===== config.mk =====
export PLATFORM = sky130hd
export DESIGN_NAME = updown_mod_counter_flat
export DESIGN_NICKNAME = d
export VERILOG_FILES = /design/src/rtl/updown_mod_counter_pkg.sv /design/src/rtl/updown_mod_counter_if.sv /design/src/rtl/updown_mod_counter.sv /design/src/flat_wrapper.sv
export SDC_FILE = /design/constraint.sdc
export NUM_CORES = 1
export LEC_CHECK = 0
export CORE_MARGIN = 8
export CORE_UTILIZATION = 50
export CTS_BUF_LIST = sky130_fd_sc_hd__clkbuf_16
export CTS_CLUSTER_DIAMETER = 80
export DETAILED_ROUTE_END_ITERATION = 10
export GPL_TIMING_DRIVEN = 0
export PLACE_DENSITY_LB_ADDON = 0.15
export SYNTH_ARGS = -nofsm -noshare
export SYNTH_HDL_FRONTEND = slang
export SYNTH_SLANG_ARGS = --single-unit
export TNS_END_PERCENT = 20

===== constraint.sdc =====
create_clock -name clk -period 7.3 [get_ports clk]
set_clock_uncertainty 0.05 [all_clocks]
set_input_delay 1.095 -clock clk [delete_from_list [all_inputs] [get_ports clk]]
set_output_delay 1.095 -clock clk [all_outputs]
set_load 0.005 [all_outputs]

===== src/rtl/updown_mod_counter_pkg.sv =====
// Shared types for the up/down modulo counter: boundary modes and one-shot FSM states.
package counter_pkg;

  typedef enum logic [1:0] {
    MODE_WRAP    = 2'b00,
    MODE_SAT     = 2'b01,
    MODE_ONESHOT = 2'b10,
    MODE_RSVD    = 2'b11
  } mode_e;

  typedef enum logic {
    OS_ARMED = 1'b0,
    OS_DONE  = 1'b1
  } os_state_e;

endpackage


===== src/rtl/updown_mod_counter_if.sv =====
// Control and status bundle of the up/down modulo counter; master drives controls, slave is the counter.
interface updown_mod_counter_if #(
  parameter int WIDTH = 8
);
  import counter_pkg::*;

  logic             load;
  logic [WIDTH-1:0] data;
  logic             enable;
  logic             up_down;
  logic [WIDTH-1:0] limit;
  mode_e            mode;
  logic [WIDTH-1:0] count;
  logic             tc;
  logic             done;

  modport master (
    output load, data, enable, up_down, limit, mode,
    input  count, tc, done
  );

  modport slave (
    input  load, data, enable, up_down, limit, mode,
    output count, tc, done
  );

endinterface


===== src/rtl/updown_mod_counter.sv =====
// Loadable up/down counter with run-time modulo limit and wrap / saturate / one-shot boundary modes.
module updown_mod_counter
  import counter_pkg::*;
#(
  parameter int WIDTH     = 8,
  parameter int RESET_VAL = 0
) (
  input  logic                clk,
  input  logic                rst,
  updown_mod_counter_if.slave bus
);

  localparam logic [WIDTH-1:0] RESET_COUNT = RESET_VAL[WIDTH-1:0];
  localparam logic [WIDTH-1:0] ONE         = {{(WIDTH-1){1'b0}}, 1'b1};

  logic [WIDTH-1:0] count_q, count_next;
  logic             tc_q, tc_next;
  os_state_e        state_q, state_next;

  logic [WIDTH-1:0] stepped;
  logic             at_boundary;
  logic             lands;

  always_comb begin
    count_next = count_q;
    tc_next    = 1'b0;
    state_next = state_q;

    // Counts above limit are treated as "at the top" so an up-step never runs away.
    at_boundary = bus.up_down ? (count_q >= bus.limit) : (count_q == '0);
    stepped     = bus.up_down ? (count_q + ONE) : (count_q - ONE);
    lands       = bus.up_down ? (stepped == bus.limit) : (stepped == '0);

    if (state_q == OS_DONE && bus.mode != MODE_ONESHOT) begin
      state_next = OS_ARMED;
    end

    if (bus.load) begin
      count_next = bus.data;
      state_next = OS_ARMED;
    end else if (bus.enable) begin
      case (bus.mode)
        MODE_SAT: begin
          if (!at_boundary) begin
            count_next = stepped;
            tc_next    = lands;
          end
        end
        MODE_ONESHOT: begin
          // Starting a one-shot already at the boundary finishes it immediately.
          if (state_q == OS_ARMED) begin
            if (at_boundary) begin
              tc_next    = 1'b1;
              state_next = OS_DONE;
            end else begin
              count_next = stepped;
              tc_next    = lands;
              if (lands) begin
                state_next = OS_DONE;
              end
            end
          end
        end
        default: begin
          if (at_boundary) begin
            count_next = bus.up_down ? '0 : bus.limit;
            tc_next    = 1'b1;
          end else begin
            count_next = stepped;
          end
        end
      endcase
    end
  end

  always_ff @(posedge clk) begin
    if (rst) begin
      count_q <= RESET_COUNT;
      tc_q    <= 1'b0;
      state_q <= OS_ARMED;
    end else begin
      count_q <= count_next;
      tc_q    <= tc_next;
      state_q <= state_next;
    end
  end

  assign bus.count = count_q;
  assign bus.tc    = tc_q;
  assign bus.done  = (state_q == OS_DONE);

endmodule


===== src/flat_wrapper.sv =====
// flat-port wrapper written by rule: the top's interface ports become plain ports
module updown_mod_counter_flat import counter_pkg::*;
#(
  parameter int WIDTH     = 8,
  parameter int RESET_VAL = 0
)
  (clk, rst, bus_load, bus_data, bus_enable, bus_up_down, bus_limit, bus_mode, bus_count, bus_tc, bus_done);
  updown_mod_counter_if #(.WIDTH(WIDTH)) bus_i ();
  input  logic clk;
  input  logic rst;
  input wire logic [$bits(bus_i.load)-1:0] bus_load;
  input wire logic [$bits(bus_i.data)-1:0] bus_data;
  input wire logic [$bits(bus_i.enable)-1:0] bus_enable;
  input wire logic [$bits(bus_i.up_down)-1:0] bus_up_down;
  input wire logic [$bits(bus_i.limit)-1:0] bus_limit;
  input wire logic [$bits(bus_i.mode)-1:0] bus_mode;
  output wire logic [$bits(bus_i.count)-1:0] bus_count;
  output wire logic [$bits(bus_i.tc)-1:0] bus_tc;
  output wire logic [$bits(bus_i.done)-1:0] bus_done;
  assign bus_i.load = bus_load;
  assign bus_i.data = bus_data;
  assign bus_i.enable = bus_enable;
  assign bus_i.up_down = bus_up_down;
  assign bus_i.limit = bus_limit;
  assign bus_i.mode = bus_mode;
  assign bus_count = bus_i.count;
  assign bus_tc = bus_i.tc;
  assign bus_done = bus_i.done;
  updown_mod_counter #(.WIDTH(WIDTH), .RESET_VAL(RESET_VAL)) u_core (.clk(clk), .rst(rst), .bus(bus_i));
endmodule

# Word level (Yosys, flattened, before mapping)

Cells that the tools add are included.

Bits in registers: 10
Bits of input ports: 23
Output and inout bits: 10
Logic and storage cells: 40

Add/sub/neg operators: 2
Order comparisons: 1
Eq/ne operators: 5
Muxes and demuxes: 21
Bitwise operators: 1
Reductions and logical operators: 7

Operators by type and width:

| cell                                                | number |
|---|---|
| two-way mux 8 bit                                   | 7 |
| zero test 8 bit                                     | 2 |
| one-hot mux 8 bit (2 select lines)                  | 1 |
| two-way mux 1 bit                                   | 12 |
| adder 8 x 1 -> 8 bit, second input constant         | 1 |
| equality test 8 bit                                 | 1 |
| >= comparator 8 bit                                 | 1 |
| subtractor 8 x 1 -> 8 bit, second input constant    | 1 |
| inequality test 3 bit, second input constant        | 1 |
| OR reduction 3 bit                                  | 1 |
| equality test 2 x 1 -> 1 bit, second input constant | 1 |
| equality test 2 bit, second input constant          | 1 |
| inequality test 2 bit, second input constant        | 1 |
| one-hot mux 1 bit (2 select lines)                  | 1 |
| AND reduction 2 bit                                 | 1 |
| nonzero test 2 bit                                  | 1 |
| OR reduction 2 bit                                  | 1 |
| logical AND 1 bit                                   | 1 |
| NOT 1 bit                                           | 1 |

# Logic depth before layout (Yosys ltp)

Gate-level depths: netlist of the first run.

Depth in word-level cells: 9
Gate-level depth with buffers: 10

# Worst setup path after synthesis of the first run

No wires, ideal clock.

Path kind: input to register
Start: input bus_up_down
End: register u_core.tc_q (netlist: u_core.bus.tc)
Library setup time: 0.086 ns
Arrival time: 2.912 ns
Setup slack: 4.253 ns
Cell stages on the path: 10
Buffers on the path: 2
Cells stage by stage: buf_2 > inv_2 > ha_1 > buf_6 > and3_1 > a221oi_2 > o221ai_2 > nor4_2 > a32oi_1 > a211oi_1

Word-level cells in the longest chain between the ends: 6
Elaborated cells on any way between the ends: 10

RTL lines:

| element                                                       | RTL line                 | source |
|---|---|---|
| start, declared                                               | flat_wrapper.sv:14       | `input wire logic [$bits(bus_i.up_down)-1:0] bus_up_down;` |
| two-way mux 8 bit                                             | updown_mod_counter.sv:31 | `stepped = bus.up_down ? (count_q + ONE) : (count_q - ONE);` |
| equality test 8 bit / zero test 8 bit (equally long branches) | updown_mod_counter.sv:32 | `lands = bus.up_down ? (stepped == bus.limit) : (stepped == '0);` |
| two-way mux 1 bit                                             | updown_mod_counter.sv:32 |  |
| two-way mux 1 bit                                             | updown_mod_counter.sv:52 | `if (at_boundary) begin` |
| two-way mux 1 bit                                             | updown_mod_counter.sv:51 | `if (state_q == OS_ARMED) begin` |
| one-hot mux 1 bit (2 select lines) (*)                        | updown_mod_counter.sv:42 | `case (bus.mode)` |
| end signal, assigned                                          | updown_mod_counter.sv:83 | `tc_q <= tc_next;` |
| end, declared                                                 | updown_mod_counter.sv:17 | `logic tc_q, tc_next;` |

Mark *: on every way between the ends. The rest lies on a longest branch, timed or not.
A chain may end at the register's enable or synchronous reset.

# Final worst setup path of the first run

Ends and elaborated chain as after synthesis.

==> results of run 1 <==
## flip-flops by register name (all words and copies together) (netlist names)
| signal | flops |
|---|---|
| u_core.bus.count | 8 |
| u_core.bus.done | 1 |
| u_core.bus.tc | 1 |
## metal layers
metal  part of all wire, %  GRT usage (%)  routed length [um]  up-vias
li1                      -              -                   -      821
met1                    42           20.9                1990      790
met2                    51           34.3                2430       72
met3                   4.5           1.95                 215       15
met4                   2.9           8.08                 138        0
met5                     0              0                   0        -
## power groups by stage
stage	Combinational (mW)	Sequential, mW	Clock [mW]
after floorplan	0.134	0.0687	0
after global placement	0.188	0.0701	0
after detailed placement	0.191	0.0702	0
after CTS	0.193	0.0693	0.0968
after global routing	0.214	0.0705	0.0987
final	0.195	0.0695	0.0967
## area by class of cell
type / instances / area, um2 / area share [%]
multi-input cells: 160 / 1220 / 61.9
repair buffers: 32 / 320 / 16.3
flip-flops and latches: 10 / 200 / 10.2
clock buffers: 3 / 75.1 / 3.81
plain buffers: 8 / 56.3 / 2.86
inverters: 15 / 56.3 / 2.86
well taps: 33 / 41.3 / 2.10
## cells by family (layout without fill, tap and decap cells)
kind of cell	Yosys count	after routing	synth area share (%)
flops	10	10	13.1
compound gates	72	72	37.4
buf+inv	23	58	7.35
fa+ha+maj	18	18	15.2
mux	1	1	0.654
simple gates	60	60	21.2
xor+xnor	9	9	5.15
## placed cells by master (no fill, tap or decap), drive strengths merged, types with 2 or more instances in the layout
master | synthesis | final
a211o | 2 | 2
a211oi | 5 | 5
a21o | 5 | 5
a21oi | 8 | 8
a311o | 2 | 2
a31oi | 4 | 4
a32o | 6 | 6
a32oi | 2 | 2
and2 | 2 | 2
buf | 5 | 5
clkbuf | 3 | 6
clkdlybuf4s50 | 0 | 32
dfxtp | 10 | 10
ha | 17 | 17
inv | 15 | 15
nand2 | 8 | 8
nand2b | 14 | 14
nand3 | 2 | 2
nand4 | 2 | 2
nor2 | 16 | 16
nor3 | 3 | 3
nor3b | 2 | 2
nor4 | 4 | 4
o2111ai | 2 | 2
o211ai | 3 | 3
o21a | 2 | 2
o21ai | 7 | 7
o21bai | 2 | 2
o221ai | 2 | 2
o311ai | 5 | 5
o31ai | 5 | 5
or3b | 2 | 2
xnor2 | 8 | 8
## metrics by stage
| stage | cell area, um2 | hold slack (ps) | utilization, % | setup slack (ps) | power (mW) |
|---|---|---|---|---|---|
| after detailed placement | 1890 | 512 | 63.6 | 3140 | 0.261 |
| after global placement | 1890 | 482 | 63.6 | 3140 | 0.259 |
| after CTS | 1970 | 524 | 66.1 | 3360 | 0.359 |
| after floorplan | 1530 | 476 | - | 4250 | 0.202 |
| after global routing | 1970 | 551 | 66.1 | 3180 | 0.383 |
| final | 1970 | 525 | 66.1 | 3310 | 0.361 |
## path summary, 6_finish.rpt
path | startpoint | to | slack (ps) | cells after the start
worst max register to register | u_core.bus.count[0] | u_core.bus.count[6] | 4550 | 8
worst min-delay path | u_core.bus.count[4] | u_core.bus.count[4] | 530 | 1
worst min register to register | u_core.bus.count[4] | u_core.bus.count[4] | 530 | 1
worst max-delay path | bus_up_down | u_core.bus.tc | 3310 | 11
==> summary.md, run 1 <==
| Metric | Value |
|---|---|
| Period utilisation layout | `54.6%` |
| Top cells by area, synth | `ha_1 14%, dfxtp_1 13%, nand2b_1 5.7%, xnor2_1 4.6%, a32o_1 3.9%` |
| Via count | `1698` |
| CP max stage delay | `630 ps` |
| CP Class | `input pin to flop` |
| Row count | `20` |
| Largest net degree at the start of global routing | `11` |
| Max rail drop VDD | `139 uV` |
| Switch Pwr | `139 uW` |
| Crit-path leading delay family | `buffers and inverters` |
| Post-CTS setup buffer count | `0` |
| Register area share after synthesis | `13.1%` |
| Htree depth | `1` |
| Hold Fails Final Rpt | `0` |
| Most frequent cell after synthesis | `ha_1` |
| Initial antenna violation count | `0` |
| Crit-path slowest cell | `clkdlybuf4s50_1` |
| Initial core utilization | `51.4%` |
| Maximum capacitance violations | `0` |
| Placed cells | `258` |
| Die Span Y | `71.3 um` |
| Global-route wire length before repair | `7.76 mm` |
| CP Max Fanout | `10` |
| Fin nets | `271` |
| Clock buffer count from CTS | `3` |
| DR vias/cell | `6.51` |
| Required time worst endpoint | `7350 ps` |
| Max Clock Freq | `251 MHz` |
| DRT antenna net count | `0` |
| Fill cells | `255` |
| Cell taking the most area after synthesis | `ha_1` |
| Syn_nets | `234` |
| Comb pwr share | `54.0%` |
| Max-slew headroom | `55.3%` |
| Status | `finished clean` |
| Min-delay worst type | `flop to flop` |
| #FFs+latches synth | `10` |
| Sequential share of power | `19.3%` |
| GRT Total Usage | `18.6%` |
| Commonest cells in the netlist | `17 x ha_1, 16 x nor2_1, 14 x inv_1, 14 x nand2b_1, 10 x dfxtp_1` |
| Number of I/O pins | `33` |
| Worst setup SP type | `input pin` |
| # DRC | `0` |
| Async SR Flop Fraction | `0%` |
| Synth warn | `0` |
| Main synth FF type | `dfxtp_1` |
| Clock transition at path regs | `40 ps` |
| Crit path time final | `3990 ps` |
| RSZ-0062 raised after global routing | `no` |
| Number of flops mapped to enable cells by yosys | `0` |
| Sw frac | `38.4%` |
| Clock group share of total power | `26.8%` |
| CTS root buf | `clkbuf_16` |
| Die area | `5090 um2` |
| Pin slew with the least headroom to its limit | `665 ps` |
| Clk sink count | `10` |
| Fin. max-slew vios | `0` |
| Area Overhead vs Synth | `28.5%` |
| Non-Filler Instances | `261` |
| Vias in the first global route | `1696` |
| Worst-Skew Late Latency | `240 ps` |
| Final setup vio count | `0` |
| Cts repair resizes | `0` |
| Core ar. | `2980 um2` |
| Die X | `71.3 um` |
| Crit path buf inv count | `4` |
| Drt first-iter violations | `125` |
| Gpl congestion | `0.863` |
| Post-Synthesis Cells | `193` |
| Top cell type's share of synthesized area | `13.9%` |
| ANT cells | `0` |
| Crit end category | `flop` |
| Pint | `222 uW` |
| Synthesized area | `1530 um2` |
| Critical path arrival | `4040 ps` |
| Grt ovf | `0` |
| Port bufs | `32` |
| Hold_buf cts | `0` |
| Power Dens Cells | `183 nW/um2` |
| Max Buffers Root-to-Sink | `2` |
| Setup TNS | `0 ps` |
| CTS tree | `done` |
| Static Leak | `0.792 nW` |
| Mean routed wirelength per cell | `18.3 um` |
| Detailed Route WL | `4.77 mm` |
| Synth unique cells | `60` |
| Mapped Avg Cell Area | `7.94 um2` |
| Share of cells above drive strength 1 | `9.21%` |
| Detail Placement HPWL | `3.74 mm` |
| Critical-path cell list | `clkdlybuf4s50_1 > buf_2 > inv_2 > ha_1 > clkbuf_2 > or3_1 > a221oi_2 > o221ai_2 > xnor2_1 > a32oi_1 > a211oi_1` |
| DR pass1 iterations | `4` |
Power figures use the tool's default switching activity.
==> inputs of run 2 (changes only) <==
- clock period: 7.3 -> 3.73 ns (I/O delays scaled with it)
==> results of run 2 <==
Same layout as run 1 (identical final DEF). Status: finished clean.
Main changes from that run: setup slack after placement 3140 ps -> 105 ps; setup slack after layout 3310 ps -> 277 ps; register-to-register setup slack 4550 ps -> 980 ps; total power 0.361 mW -> 0.707 mW; worst IR drop on VDD 139 uV -> 272 uV
==> inputs of run 3 (changes only) <==
- ABC_AREA: default -> 1
- GPL_ROUTABILITY_DRIVEN: default -> 1
- SETUP_SLACK_MARGIN: default -> 0.4
==> run 3 against run 2 <==
  * Via count is 2.5% higher
  * Final area barely moved
  * Core utilization shrank 0.59 points
  * Die area up 0.76%
  * Wire length decreased by 13%
  * Maximum frequency rose by 17%
  * Global-route usage decreased by 2.8 points
  * Worst hold slack better by 4.7 ps
  * Total power shrank 9.0%
  * Synthesized cell count grew 38%
  * Largest power group unchanged
  * Highest routed layer is now met3
==> summary.md, run 3 <==
| Metric | Value |
|---|---|
| Power Dens Cells | `327 nW/um2` |
| ANT cells | `0` |
| Initial antenna violation count | `0` |
| Max Clock Freq | `339 MHz` |
| Port bufs | `30` |
| Vias in the first global route | `1544` |
| Synth unique cells | `28` |
| Crit-path slowest cell | `clkdlybuf4s50_1` |
| Required time worst endpoint | `3850 ps` |
| Maximum capacitance violations | `0` |
| Clock buffer count from CTS | `3` |
| Clock transition at path regs | `40 ps` |
| Gpl congestion | `0.862` |
| Number of I/O pins | `33` |
| Top cell type's share of synthesized area | `21.4%` |
| DR pass1 iterations | `4` |
| Crit path buf inv count | `4` |
| Main synth FF type | `dfxtp_1` |
| CP most frequent cell | `nand2_1` |
| Cts repair resizes | `0` |
| RSZ-0062 raised after global routing | `no` |
| Static Leak | `1.10 nW` |
| CP max stage delay | `610 ps` |
| Htree depth | `1` |
| Status | `finished clean` |
| Area Overhead vs Synth | `27.2%` |
| Die Span Y | `71.6 um` |
| #FFs+latches synth | `10` |
| Final setup vio count | `0` |
| Detailed Route WL | `4.17 mm` |
| DRT antenna net count | `0` |
| CP Max Fanout | `15` |
| # DRC | `0` |
| Post-CTS setup buffer count | `0` |
| CTS tree | `done` |
| Max-slew headroom | `72.9%` |
| Top cells by area, synth | `nand2_1 21%, ha_1 14%, dfxtp_1 13%, inv_1 11%, nand3_1 11%` |
| Initial core utilization | `51.5%` |
| Cell taking the most area after synthesis | `nand2_1` |
| Global-route wire length before repair | `6.73 mm` |
| Most frequent cells in the layout | `88 x nand2_1, 46 x inv_1, 34 x nand3_1` |
| CP Class | `input pin to flop` |
| Share of cells above drive strength 1 | `6.33%` |
| CTS root buf | `clkbuf_16` |
| Critical-path cell list | `clkdlybuf4s50_1 > inv_1 > buf_4 > ha_1 > buf_6 > nand3_1 > nand3_1 > nand2_1 > nand2_1 > nor2_1 > nand3_1 > nor2_1 > nor2_1 > nand2_1 > nand2_1 > a21oi_2` |
| Mean routed wirelength per cell | `12.5 um` |
| Core ar. | `3000 um2` |
| Hold_buf cts | `0` |
| Period utilisation layout | `79.1%` |
| Max rail drop VDD | `248 uV` |
| Hold Fails Final Rpt | `0` |
| Number of flops mapped to enable cells by yosys | `0` |
| Die X | `71.6 um` |
| Die area | `5130 um2` |
| Grt ovf | `0` |
| Most common cell after layout, fill and taps aside | `nand2_1` |
| Post-Synthesis Cells | `266` |
| Crit-path leading delay family | `buffers and inverters` |
| Fin nets | `342` |
| Max reg flops | `8` |
| Mapped Avg Cell Area | `5.81 um2` |
| Commonest cells in the netlist | `88 x nand2_1, 46 x inv_1, 34 x nand3_1` |
| Worst setup SP type | `input pin` |
| Setup TNS | `0 ps` |
| Detail Placement HPWL | `3.28 mm` |
| Crit end category | `flop` |
| Synthesized area | `1550 um2` |
| Fin. max-slew vios | `0` |
| Min-delay worst type | `flop to flop` |
| GRT Total Usage | `15.8%` |
| Via count | `1741` |
| Critical path arrival | `3070 ps` |
| Post-route worst setup slack | `780 ps` |
| Max Buffers Root-to-Sink | `2` |
| Register area share after synthesis | `12.9%` |
| Drt first-iter violations | `91` |
| Clk sink count | `10` |
| Crit path time final | `2950 ps` |
| Row count | `20` |
| Most frequent cell after synthesis | `nand2_1` |
| Synth warn | `0` |
| Syn_nets | `307` |
| Pin slew with the least headroom to its limit | `406 ps` |
| Async SR Flop Fraction | `0%` |
| Place WS | `577 ps` |
| Largest net degree at the start of global routing | `16` |
| Worst-Skew Late Latency | `240 ps` |
| DR vias/cell | `5.23` |
-- run 3: metal layers --
metal  global-route usage [%]  up-vias  part of all wire (%)
met5                        0        -                     0
met4                     2.04        0                     0
met3                     3.63        0                   5.1
met2                     27.3       44                    48
met1                     19.7      776                    47
li1                         -      921                     -
-- run 3: power by group --
part           switching (mW)  internal (mW)  total, mW  leakage (nW)
logic                   0.182          0.137      0.319         0.981
clock network          0.0509          0.141      0.191        0.0385
registers              0.0144          0.118      0.133        0.0829
total                   0.248          0.396      0.643          1.10
-- run 3: cell families after synthesis --
kind of cell	Yosys count	synth area share (%)
simple gates	155	43.4
buf+inv	52	13.4
compound gates	21	8.98
fa+ha+maj	18	15.0
flops	10	12.9
mux	7	4.53
xor+xnor	3	1.70
-- run 3: cell type report --
type                       instances  area, um2
inverter                          48        180
tap                               33       41.3
timing repair buffer              30        300
sequential                        10        200
clock inverter                     1       3.75
buffer                             4       27.5
multi-input combinational        204       1140
clock buffer                       3       75.1
fill                             289       1040
-- run 3: through the flow --
step                      cells  hold WS (ps)  power (mW)  instance area (um2)  utilization [%]
after global routing        333           550       0.695                 1970             65.5
after detailed placement    329           500       0.450                 1890             62.9
final                       333           530       0.643                 1970             65.5
after floorplan             266           463       0.355                 1550                -
after CTS                   333           538       0.644                 1970             65.5
after global placement      329           506       0.445                 1890             62.9
-- run 3: final timing paths --
path / startpoint / endpoint / slack, ps / cells after the start
setup / recovery: bus_up_down / u_core.bus.tc / 780 / 16
hold / removal: u_core.bus.done / u_core.bus.done / 530 / 4
setup reg to reg: u_core.bus.count[0] / u_core.bus.tc / 1470 / 13
hold reg to reg: u_core.bus.done / u_core.bus.done / 530 / 4
-- run 3: worst min-delay path, delay by kind of cell, from the launching register on --
family	cells	cell delay, ps
buffers and inverters	1	40
and+or+nand+nor	2	130
AOI/OAI and AO/OA	1	50
DFF	1	320
